[src/rtl/scafifo_pkg.sv]
// Shared tags and select helpers for the SCA block-write FIFO.
package scafifo_pkg;

    localparam int TAG_W = 3;

    localparam logic [TAG_W-1:0] TAG_NONE  = 3'd0;
    localparam logic [TAG_W-1:0] TAG_A     = 3'd1;
    localparam logic [TAG_W-1:0] TAG_B     = 3'd2;
    localparam logic [TAG_W-1:0] TAG_C     = 3'd3;
    localparam logic [TAG_W-1:0] TAG_D     = 3'd4;
    localparam logic [TAG_W-1:0] TAG_NOLCT = 3'd5;

    // Selects overlap in practice, so the encoding is strictly prioritised.
    function automatic logic [TAG_W-1:0] sel_tag(
        input logic a,
        input logic b,
        input logic c,
        input logic d,
        input logic n
    );
        if (a)      return TAG_A;
        else if (b) return TAG_B;
        else if (c) return TAG_C;
        else if (d) return TAG_D;
        else if (n) return TAG_NOLCT;
        else        return TAG_NONE;
    endfunction

    function automatic logic multi_sel(
        input logic a,
        input logic b,
        input logic c,
        input logic d,
        input logic n
    );
        logic [2:0] s;
        s = 3'(a) + 3'(b) + 3'(c) + 3'(d) + 3'(n);
        return s > 3'd1;
    endfunction

endpackage

[src/rtl/scablk_wrfifo_ram.sv]
// Simple dual-port RAM for the write FIFO: sync write, registered read.
module scafifo_ram #(
    parameter int W  = 7,
    parameter int AW = 4
) (
    input  logic          CLK,
    input  logic          RST_N,
    input  logic          we,
    input  logic [AW-1:0] waddr,
    input  logic [W-1:0]  wdata,
    input  logic          re,
    input  logic [AW-1:0] raddr,
    output logic [W-1:0]  rdata
);

    logic [W-1:0] mem [2**AW];

    always_ff @(posedge CLK) begin
        if (we) mem[waddr] <= wdata;
    end

    // Read output holds between pops; same-address write returns old data.
    always_ff @(posedge CLK or negedge RST_N) begin
        if (!RST_N)  rdata <= '0;
        else if (re) rdata <= mem[raddr];
    end

endmodule

[src/rtl/scablk_wrfifo.sv]
// SCA block-write FIFO with registered occupancy flags and optional TMR.
// Optional entry parity is enabled by defining SCAFIFO_PARITY_EN.
module scablk_wrfifo
    import scafifo_pkg::*;
#(
    parameter int TMR        = 0,
    parameter int DEPTH_LOG2 = 4,
    parameter int BLKW       = 4,
    parameter int MARGIN     = 2
) (
    input  logic                  CLK,
    input  logic                  RST_N,
    input  logic                  WRENA,
    input  logic                  SELA,
    input  logic                  SELB,
    input  logic                  SELC,
    input  logic                  SELD,
    input  logic                  NOLCT,
    input  logic [BLKW-1:0]       BLKADR,
    input  logic                  RD_EN,
    output logic [TAG_W+BLKW-1:0] RD_DATA,
    output logic                  RD_VLD,
    output logic                  EMPTY,
    output logic                  FULL,
    output logic                  DSCAFULL,
    output logic                  DLSCAFULL,
    output logic [DEPTH_LOG2:0]   COUNT,
    output logic                  OVFL,
    output logic                  MSEL,
    output logic                  PAR_ERR
);

    localparam int DEPTH = 1 << DEPTH_LOG2;
    localparam int AW    = DEPTH_LOG2;
    localparam int CW    = DEPTH_LOG2 + 1;
    localparam int EW    = TAG_W + BLKW;
`ifdef SCAFIFO_PARITY_EN
    localparam int DW    = EW + 1;
`else
    localparam int DW    = EW;
`endif
    localparam int SW    = 2 * AW + CW + 8;
    localparam logic [SW-1:0] RST_V = {(SW-8)'(0), 8'h80};

    logic [SW-1:0] st, st_n;
    logic [AW-1:0] wptr, rptr, wptr_n, rptr_n;
    logic [CW-1:0] cnt, cnt_n;
    logic          empty, full, dsf, dlsf;
    logic          ovfl, msel, perr, vld;
    logic          empty_n, full_n, dsf_n, dlsf_n;
    logic          ovfl_n, msel_n, perr_n, vld_n;
    logic          rd_ok, push, par_hit;
    logic [EW-1:0] entry;
    logic [DW-1:0] wdata, ram_q;

    assign {wptr, rptr, cnt, empty, full, dsf, dlsf,
            ovfl, msel, perr, vld} = st;

    assign st_n = {wptr_n, rptr_n, cnt_n, empty_n, full_n, dsf_n,
                   dlsf_n, ovfl_n, msel_n, perr_n, vld_n};

    assign rd_ok = RD_EN & ~empty;
    assign push  = WRENA & (~full | rd_ok);
    assign entry = {sel_tag(SELA, SELB, SELC, SELD, NOLCT), BLKADR};

`ifdef SCAFIFO_PARITY_EN
    assign wdata   = {^entry, entry};
    assign par_hit = vld & (^ram_q);
    assign PAR_ERR = perr | par_hit;
`else
    assign wdata   = entry;
    assign par_hit = 1'b0;
    assign PAR_ERR = 1'b0;
`endif

    always_comb begin
        wptr_n  = push  ? wptr + AW'(1) : wptr;
        rptr_n  = rd_ok ? rptr + AW'(1) : rptr;
        cnt_n   = cnt + CW'(push) - CW'(rd_ok);
        empty_n = (cnt_n == '0);
        full_n  = (cnt_n == CW'(DEPTH));
        dsf_n   = (cnt_n >= CW'(DEPTH - MARGIN));
        dlsf_n  = (cnt_n >= CW'(DEPTH - MARGIN - 1));
        ovfl_n  = ovfl | (WRENA & ~push);
        msel_n  = msel
                | (WRENA & multi_sel(SELA, SELB, SELC, SELD, NOLCT));
        perr_n  = perr | par_hit;
        vld_n   = rd_ok;
    end

    generate
        if (TMR != 0) begin : g_tmr
            logic [SW-1:0] r0, r1, r2;
            always_ff @(posedge CLK or negedge RST_N) begin
                if (!RST_N) begin
                    r0 <= RST_V;
                    r1 <= RST_V;
                    r2 <= RST_V;
                end else begin
                    r0 <= st_n;
                    r1 <= st_n;
                    r2 <= st_n;
                end
            end
            assign st = (r0 & r1) | (r0 & r2) | (r1 & r2);
        end else begin : g_single
            logic [SW-1:0] r;
            always_ff @(posedge CLK or negedge RST_N) begin
                if (!RST_N) r <= RST_V;
                else        r <= st_n;
            end
            assign st = r;
        end
    endgenerate

    scafifo_ram #(
        .W  (DW),
        .AW (AW)
    ) u_ram (
        .CLK   (CLK),
        .RST_N (RST_N),
        .we    (push),
        .waddr (wptr),
        .wdata (wdata),
        .re    (rd_ok),
        .raddr (rptr),
        .rdata (ram_q)
    );

    assign RD_DATA   = ram_q[EW-1:0];
    assign RD_VLD    = vld;
    assign EMPTY     = empty;
    assign FULL      = full;
    assign DSCAFULL  = dsf;
    assign DLSCAFULL = dlsf;
    assign COUNT     = cnt;
    assign OVFL      = ovfl;
    assign MSEL      = msel;

endmodule
[config.mk]
export PLATFORM = sky130hd
export DESIGN_NAME = scablk_wrfifo
export DESIGN_NICKNAME = d
export VERILOG_FILES = /design/src/rtl/scafifo_pkg.sv /design/src/rtl/scablk_wrfifo_ram.sv /design/src/rtl/scablk_wrfifo.sv
export SDC_FILE = /design/constraint.sdc
export NUM_CORES = 1
export LEC_CHECK = 0
export CAP_MARGIN = 40
export CORE_MARGIN = 2
export CORE_UTILIZATION = 50
export CTS_CLUSTER_DIAMETER = 40
export DETAILED_ROUTE_END_ITERATION = 16
export GPL_TIMING_DRIVEN = 0
export PLACE_DENSITY = 0.69
export RECOVER_POWER = 100
export SKIP_LAST_GASP = 1
export SLEW_MARGIN = 20
export SYNTH_ARGS = -nofsm -noshare
export SYNTH_HDL_FRONTEND = slang
export SYNTH_HIERARCHICAL = 1
export SYNTH_SLANG_ARGS = --single-unit
[constraint.sdc]
create_clock -name CLK -period 6.3 [get_ports CLK]
set_clock_uncertainty 0.2 [all_clocks]
set_input_delay 0.945 -clock CLK [delete_from_list [all_inputs] [get_ports CLK]]
set_output_delay 0.945 -clock CLK [all_outputs]
set_load 0.05 [all_outputs]
==> results of run 1 <==
[final timing paths]
check,start,endpoint,slack (ps)
worst max register to register,g_single.r[7],u_ram/mem[12][6],2780
worst min-delay path,g_single.r[3],g_single.r[3],260
min in group asynchronous,RST_N,g_single.r[8],680
max in group asynchronous,RST_N,u_ram/rdata[3],4340
worst max-delay path,RD_EN,u_ram/mem[12][6],2140
worst min register to register,g_single.r[3],g_single.r[3],260
[layer usage]
layer,vias to the layer above,global-route usage (%),part of all wire [%]
met5,-,0,0
met4,0,7.167,1.7
met3,14,4.391,6.0
met2,111,28.47,49
met1,1484,25.06,44
li1,1286,-,-
[layout make-up]
cell class	instances	area, um^2
clock inverters	15	163.9
plain buffers	16	140.1
inverters	8	30.03
multi-input cells	131	1411
well taps	140	175.2
clock buffers	17	425.4
fillers	807	4223
repair buffers	37	326.6
flip-flops and latches	139	4040
[metrics by stage]
step                instance area [um^2]  power (mW)  setup WS, ps
detailed placement                  6186       2.597          2501
floorplan                           5670       2.232          3236
global placement                    6156       2.565          2331
CTS                                 6775       3.577          2916
finish                              6713       3.465          2144
global route                        6713       3.625          2021
[cell usage after synthesis (2+ instances only)]
library cell and n:
nand2_1 6, o22ai_1 7, nand4_1 2, clkbuf_1 3, buf_4 7, a221oi_1 6, or2_2 2, mux4_1 11
nand3b_1 2, a21oi_2 2, ha_1 8, xor2_1 2, fa_1 2, xnor2_2 2, a21o_1 3, inv_1 8
dfrtp_1 26, mux4_2 17, mux2i_1 7, edfxtp_1 112, nand2b_1 3, nor3_1 4, xnor2_1 6, a31o_2 2
nor2_1 22, buf_6 2
[cells by family (layout without fill, tap and decap cells)]
family          Yosys count  count (layout)
compound gates           27              27
xor+xnor                 10              10
fa+ha+maj                10              10
buf+inv                  24              93
flops                   139             139
mux                      36              36
other cells               1               1
simple gates             47              47
[registers in the layout, summed over array words and instances, names as in the netlist]
name and count:
g_single.r 20, u_ram/rdata 7, u_ram/mem 112
[report_power, final]
part / leakage [nW] / internal (mW) / switching [mW]
Combinational: 0.761 / 0.521 / 0.714
Sequential: 1.32 / 1.16 / 0.0913
Clock: 0.275 / 0.589 / 0.389
Total: 2.36 / 2.27 / 1.19
==> results.sh, run 1 <==
export IMPL_critPathArrivalTime_ps=3970
export IMPL_fp_coreArea_mm2=0.01094
export IMPL_synthCells=294
export IMPL_first_global_vias=2868
export IMPL_synth_compound_area_share_pct=3.795
export IMPL_placed_cells=470
export IMPL_slew_headroom_pct=0.8435
export IMPL_drtIter0Drc=240
export IMPL_p_leak_nw=2.360
export IMPL_grt_antenna_before_repair=0
export IMPL_hp_class="reg -> reg"
export IMPL_cp_start_kind="primary input"
export IMPL_mostFrequentLayoutCells="edfxtp_1 (112), dfrtp_1 (26), dlygate4sd3_1 (25), nor2_1 (22)"
export IMPL_path_max_fanout=9
export IMPL_path_clk_slew_ps=60
export IMPL_rsz0062_at_grt="false"
export IMPL_synthMuxAreaShare_pct=13.28
export IMPL_worstHoldPathCells=1
export IMPL_setup_viol=0
export IMPL_status="complete, no violations"
export IMPL_synthArstFlopShare_pct=19.42
export IMPL_cts_buffers=17
export IMPL_synth_adder_area_share_pct=2.471
export IMPL_syn_avg_cell_area_um2=19.29
export IMPL_synthToLayoutAreaGrowth_pct=18.38
export IMPL_clock_latency_ps=420
export IMPL_layout_commonest_cell="edfxtp_1"
export IMPL_initial_core_util_pct=51.85
export IMPL_crit_path_top_delay_cell="nor3_1"
export IMPL_fin_cells=503
export IMPL_die_h_um=110.5
export IMPL_yosysTopAreaCellShare_pct=59.31
export IMPL_cts_tree="yes"
export IMPL_cp_top_family="simple AND/OR/NAND/NOR gates"
export IMPL_cp_depth=5
export IMPL_nets=373
export IMPL_antenna_left=0
export IMPL_viasPerCell=5.755
export IMPL_clock_sinks=139
export IMPL_maxSlewViolCount=0
export IMPL_worstPathRequired_ps=6120
export IMPL_drt_pass1_iterations=4
export IMPL_grt_first_pass_wirelength_um=16350
export IMPL_power_density_mw_per_mm2=516.2
export IMPL_period_minus_slack_ps=4156
export IMPL_synth_edff_count=112
export IMPL_yosys_area_share_xor_xnor_pct=1.809
export IMPL_holdBufCountCts=0
export IMPL_die_w_um=110.5
export IMPL_max_freq_ghz=0.2406
export IMPL_vdd_drop_max_mv=0.3382
export IMPL_cts_max_level=4
export IMPL_final_util_pct=61.38
export IMPL_cts_root_buffer_cell="clkbuf_16"
export IMPL_netlist_area_mm2=0.005670
export IMPL_route_vias_total=2895
export IMPL_cap_violations=0
export IMPL_critPathBufInv=1
export IMPL_endpoint_kind="register"
export IMPL_synth_fp_nets=317
export IMPL_setup_tns_ps=0
export IMPL_crit_path_cell_trace="dlygate4sd3_1 -> nand2b_1 -> a21boi_0 -> nand3_1 -> nor3_1"
export IMPL_grt_overflow=0
export IMPL_yosys_cell_types_count=46
export IMPL_port_buffers=31
export IMPL_path_class="in -> reg"
export IMPL_ios=33
export IMPL_ys_ff_latch=139
export IMPL_wire_per_inst_um=20.91
export IMPL_cts_resized=0
export IMPL_drc_errors=0
export IMPL_final_hold_viol_count=0
export IMPL_cts_setup_buffers=0
export IMPL_worstMarginPinSlew_ps=1487
export IMPL_antenna_cells=0
export IMPL_drive_above_1_share_pct=19.01
export IMPL_synth_top_family_by_area="multiplexers"
export IMPL_yosysWarningCount=6
export IMPL_dp_hpwl_um=7127
export IMPL_track_usage_pct=18.22
export IMPL_slowest_delay_ps=1070
export IMPL_fin_crit_sh_pct=65.97
export IMPL_grt_start_max_net_pins=28
export IMPL_rows=38
export IMPL_ys_seq_area_share_pct=71.25
export IMPL_synthFlopType="edfxtp_1"
export IMPL_yosysTopAreaCell="edfxtp_1"
export IMPL_gp_routability_congestion=0.8146
export IMPL_hold_slack_ps=262.2
export IMPL_cts_path_max_buffers=2
export IMPL_reg2reg_depth=4
export IMPL_die_area_mm2=0.01221
export IMPL_routed_wl_um=10520
export IMPL_yosys_area_share_simple_pct=4.325
export IMPL_synth_area_top_cells="edfxtp_1 (59%), dfrtp_1 (11%), mux4_2 (6.8%)"
Power figures use the tool's default switching activity.
==> inputs of run 2 (changes only) <==
==> constraint.sdc (replaced) <==
create_clock -name CLK -period 3.92 [get_ports CLK]
set_clock_uncertainty 0.2 [all_clocks]
set_input_delay 0.588 -clock CLK [delete_from_list [all_inputs] [get_ports CLK]]
set_output_delay 0.588 -clock CLK [all_outputs]
set_load 0.05 [all_outputs]
==> results.sh, run 2 (same netlist as run 1, synthesis figures left out) <==
export IMPL_p_leak_nw=2.367
export IMPL_period_minus_slack_ps=3299
export IMPL_gp_routability_congestion=0.8146
export IMPL_ios=33
export IMPL_slew_headroom_pct=0.3247
export IMPL_antenna_left=0
export IMPL_cap_violations=0
export IMPL_seq_area_mm2=0.004040
export IMPL_max_freq_ghz=0.3031
export IMPL_min_from="g_single.r[3]"
export IMPL_layout_commonest_cell="edfxtp_1"
export IMPL_hold_end="g_single.r[3]"
export IMPL_setup_viol=0
export IMPL_clock_latency_ps=420
export IMPL_p_int_mw=3.660
export IMPL_mostFrequentLayoutCells="edfxtp_1 (112), dfrtp_1 (26), dlygate4sd3_1 (26), nor2_1 (22)"
export IMPL_drt_pass1_iterations=4
export IMPL_grt_start_max_net_pins=28
export IMPL_slowest_delay_ps=540
export IMPL_hp_class="reg -> reg"
export IMPL_pwr_share_seq_pct=36.1
export IMPL_final_hold_viol_count=0
export IMPL_worstHoldPathCells=1
export IMPL_track_usage_pct=18.22
export IMPL_nets=374
export IMPL_cp_start_kind="primary input"
export IMPL_port_buffers=31
export IMPL_vdd_drop_max_mv=0.5429
export IMPL_antenna_cells=0
export IMPL_worstMarginPinSlew_ps=1495
export IMPL_path_max_fanout=11
export IMPL_place_area_mm2=0.006186
export IMPL_p_clk_share_pct=28.1
export IMPL_rr_startpoint="g_single.r[7]"
export IMPL_clock_sinks=139
export IMPL_die_h_um=110.5
export IMPL_largest_reg_flops=112
export IMPL_cts_path_max_buffers=2
export IMPL_viasPerCell=5.760
export IMPL_crit_path_top_delay_cell="dlygate4sd3_1"
export IMPL_crit_path_cell_trace="dlygate4sd3_1 -> nand2b_1 -> inv_1 -> ha_1 -> inv_1 -> ha_1 -> fa_1 -> a21o_1 -> a21oi_2 -> xnor2_1 -> nor4b_2"
export IMPL_grt_antenna_before_repair=0
export IMPL_endpoint_kind="register"
export IMPL_drtIter0Drc=212
export IMPL_power_density_mw_per_mm2=829.5
export IMPL_first_global_vias=2868
export IMPL_status="complete, no violations"
export IMPL_rows=38
export IMPL_wire_per_inst_um=20.84
export IMPL_top_regs="u_ram/mem: 112 flops, g_single.r: 20 flops, u_ram/rdata: 7 flops"
export IMPL_cts_buffers=17
export IMPL_die_area_mm2=0.01221
export IMPL_swShare_pct=34.50
export IMPL_final_area_mm2=0.006736
export IMPL_rsz0062_at_grt="false"
export IMPL_synthToLayoutAreaGrowth_pct=18.80
export IMPL_p_comb_share_pct=35.9
export IMPL_route_vias_total=2903
export IMPL_cp_top_family="adder cells"
export IMPL_rr_endpoint="g_single.r[6]"
export IMPL_path_class="in -> reg"
export IMPL_initial_core_util_pct=51.85
export IMPL_routed_wl_um=10500
export IMPL_fp_coreArea_mm2=0.01094
export IMPL_cts_root_buffer_cell="clkbuf_16"
export IMPL_cts_tree="yes"
export IMPL_reg2reg_depth=10
export IMPL_largest_register="u_ram/mem"
export IMPL_die_w_um=110.5
export IMPL_multi_input_area_mm2=0.001425
export IMPL_fin_crit_sh_pct=84.16
export IMPL_grt_first_pass_wirelength_um=16350
export IMPL_maxSlewViolCount=0
export IMPL_drc_errors=0
export IMPL_critPathArrivalTime_ps=3410
export IMPL_dp_hpwl_um=7127
export IMPL_cts_max_level=4
export IMPL_critPathBufInv=3
export IMPL_reg2reg_setup_slack_ps=800
export IMPL_drive_above_1_share_pct=19.78
export IMPL_grt_overflow=0
export IMPL_setup_tns_ps=0
export IMPL_worstPathRequired_ps=4030
export IMPL_p_sw_mw=1.928
export IMPL_path_clk_slew_ps=60
export IMPL_num_fill_cells=805
[run 2: changes by cell type in the layout (fill, tap and decap cells not counted)]
cell,before,now
nor4b_1,1,0
a21oi_2,1,2
a21boi_2,0,1
a21boi_0,1,0
dlygate4sd3_1,25,26
a21oi_1,2,1
nor4b_2,0,1
[run 2: area by class of cell]
cell class	count	share of cell area, %
flip-flops and latches	139	59.97
multi-input cells	131	21.16
clock buffers	17	6.315
repair buffers	38	4.996
well taps	140	2.600
clock inverters	15	2.433
plain buffers	16	2.080
inverters	8	0.4458
[run 2: power by group through the flow]
stage / clock (mW) / sequential (mW) / combinational [mW]
6_report: 1.57 / 2.02 / 2.00
2_1_floorplan: 0 / 2.22 / 1.36
5_1_grt: 1.66 / 2.04 / 2.15
3_5_place_dp: 0 / 2.05 / 2.13
3_3_place_gp: 0 / 2.03 / 2.09
4_1_cts: 1.59 / 2.02 / 2.13
[run 2: worst max path at each step]
stage / from / endpoint / slack (ps) / cells past startpoint
2_1_floorplan: g_single.r[7] / g_single.r[6] / 990 / 10
3_3_place_gp: RD_EN / u_ram/mem[0][3] / 310 / 5
3_5_place_dp: RD_EN / g_single.r[6] / 480 / 11
4_1_cts: RD_EN / g_single.r[6] / 890 / 11
5_1_grt: RD_EN / g_single.r[6] / 430 / 11
6_report: RD_EN / g_single.r[6] / 620 / 11
[run 2: worst register-to-register path: stages, from the launching register on]
cell and delay (ps):
dfstp_2 520, nand2b_1 240, inv_1 240, ha_1 330, inv_1 40, ha_1 200, fa_1 420, a21o_1 210
a21oi_2 150, xnor2_1 220, nor4b_2 270
[run 2: routing by layer]
layer | GRT usage, % | share of wire, % | vias to the layer above
met3 | 4.391 | 5.1 | 17
met5 | 0 | 0 | -
li1 | - | - | 1286
met1 | 25.06 | 44 | 1499
met4 | 7.167 | 1.9 | 0
met2 | 28.47 | 49 | 101
[run 2: metrics by stage]
stage               total power [mW]  std cells  hold WS, ps  setup slack, ps  util [%]
finish                         5.588        504        262.4            621.0     61.60
CTS                            5.749        503        271.1            892.9     62.05
global placement               4.123        465        240.1            308.2     56.29
floorplan                      3.586        294        92.41            994.5         -
global route                   5.853        504        275.7            428.7     61.60
detailed placement             4.174        470        258.7            477.7     56.57
[run 2: what timing repair did]
action                    CTS  global route
gates resized for setup     0             0
hold endpoints to repair   26             0
hold buffers                1             0
buffers inserted            0             0
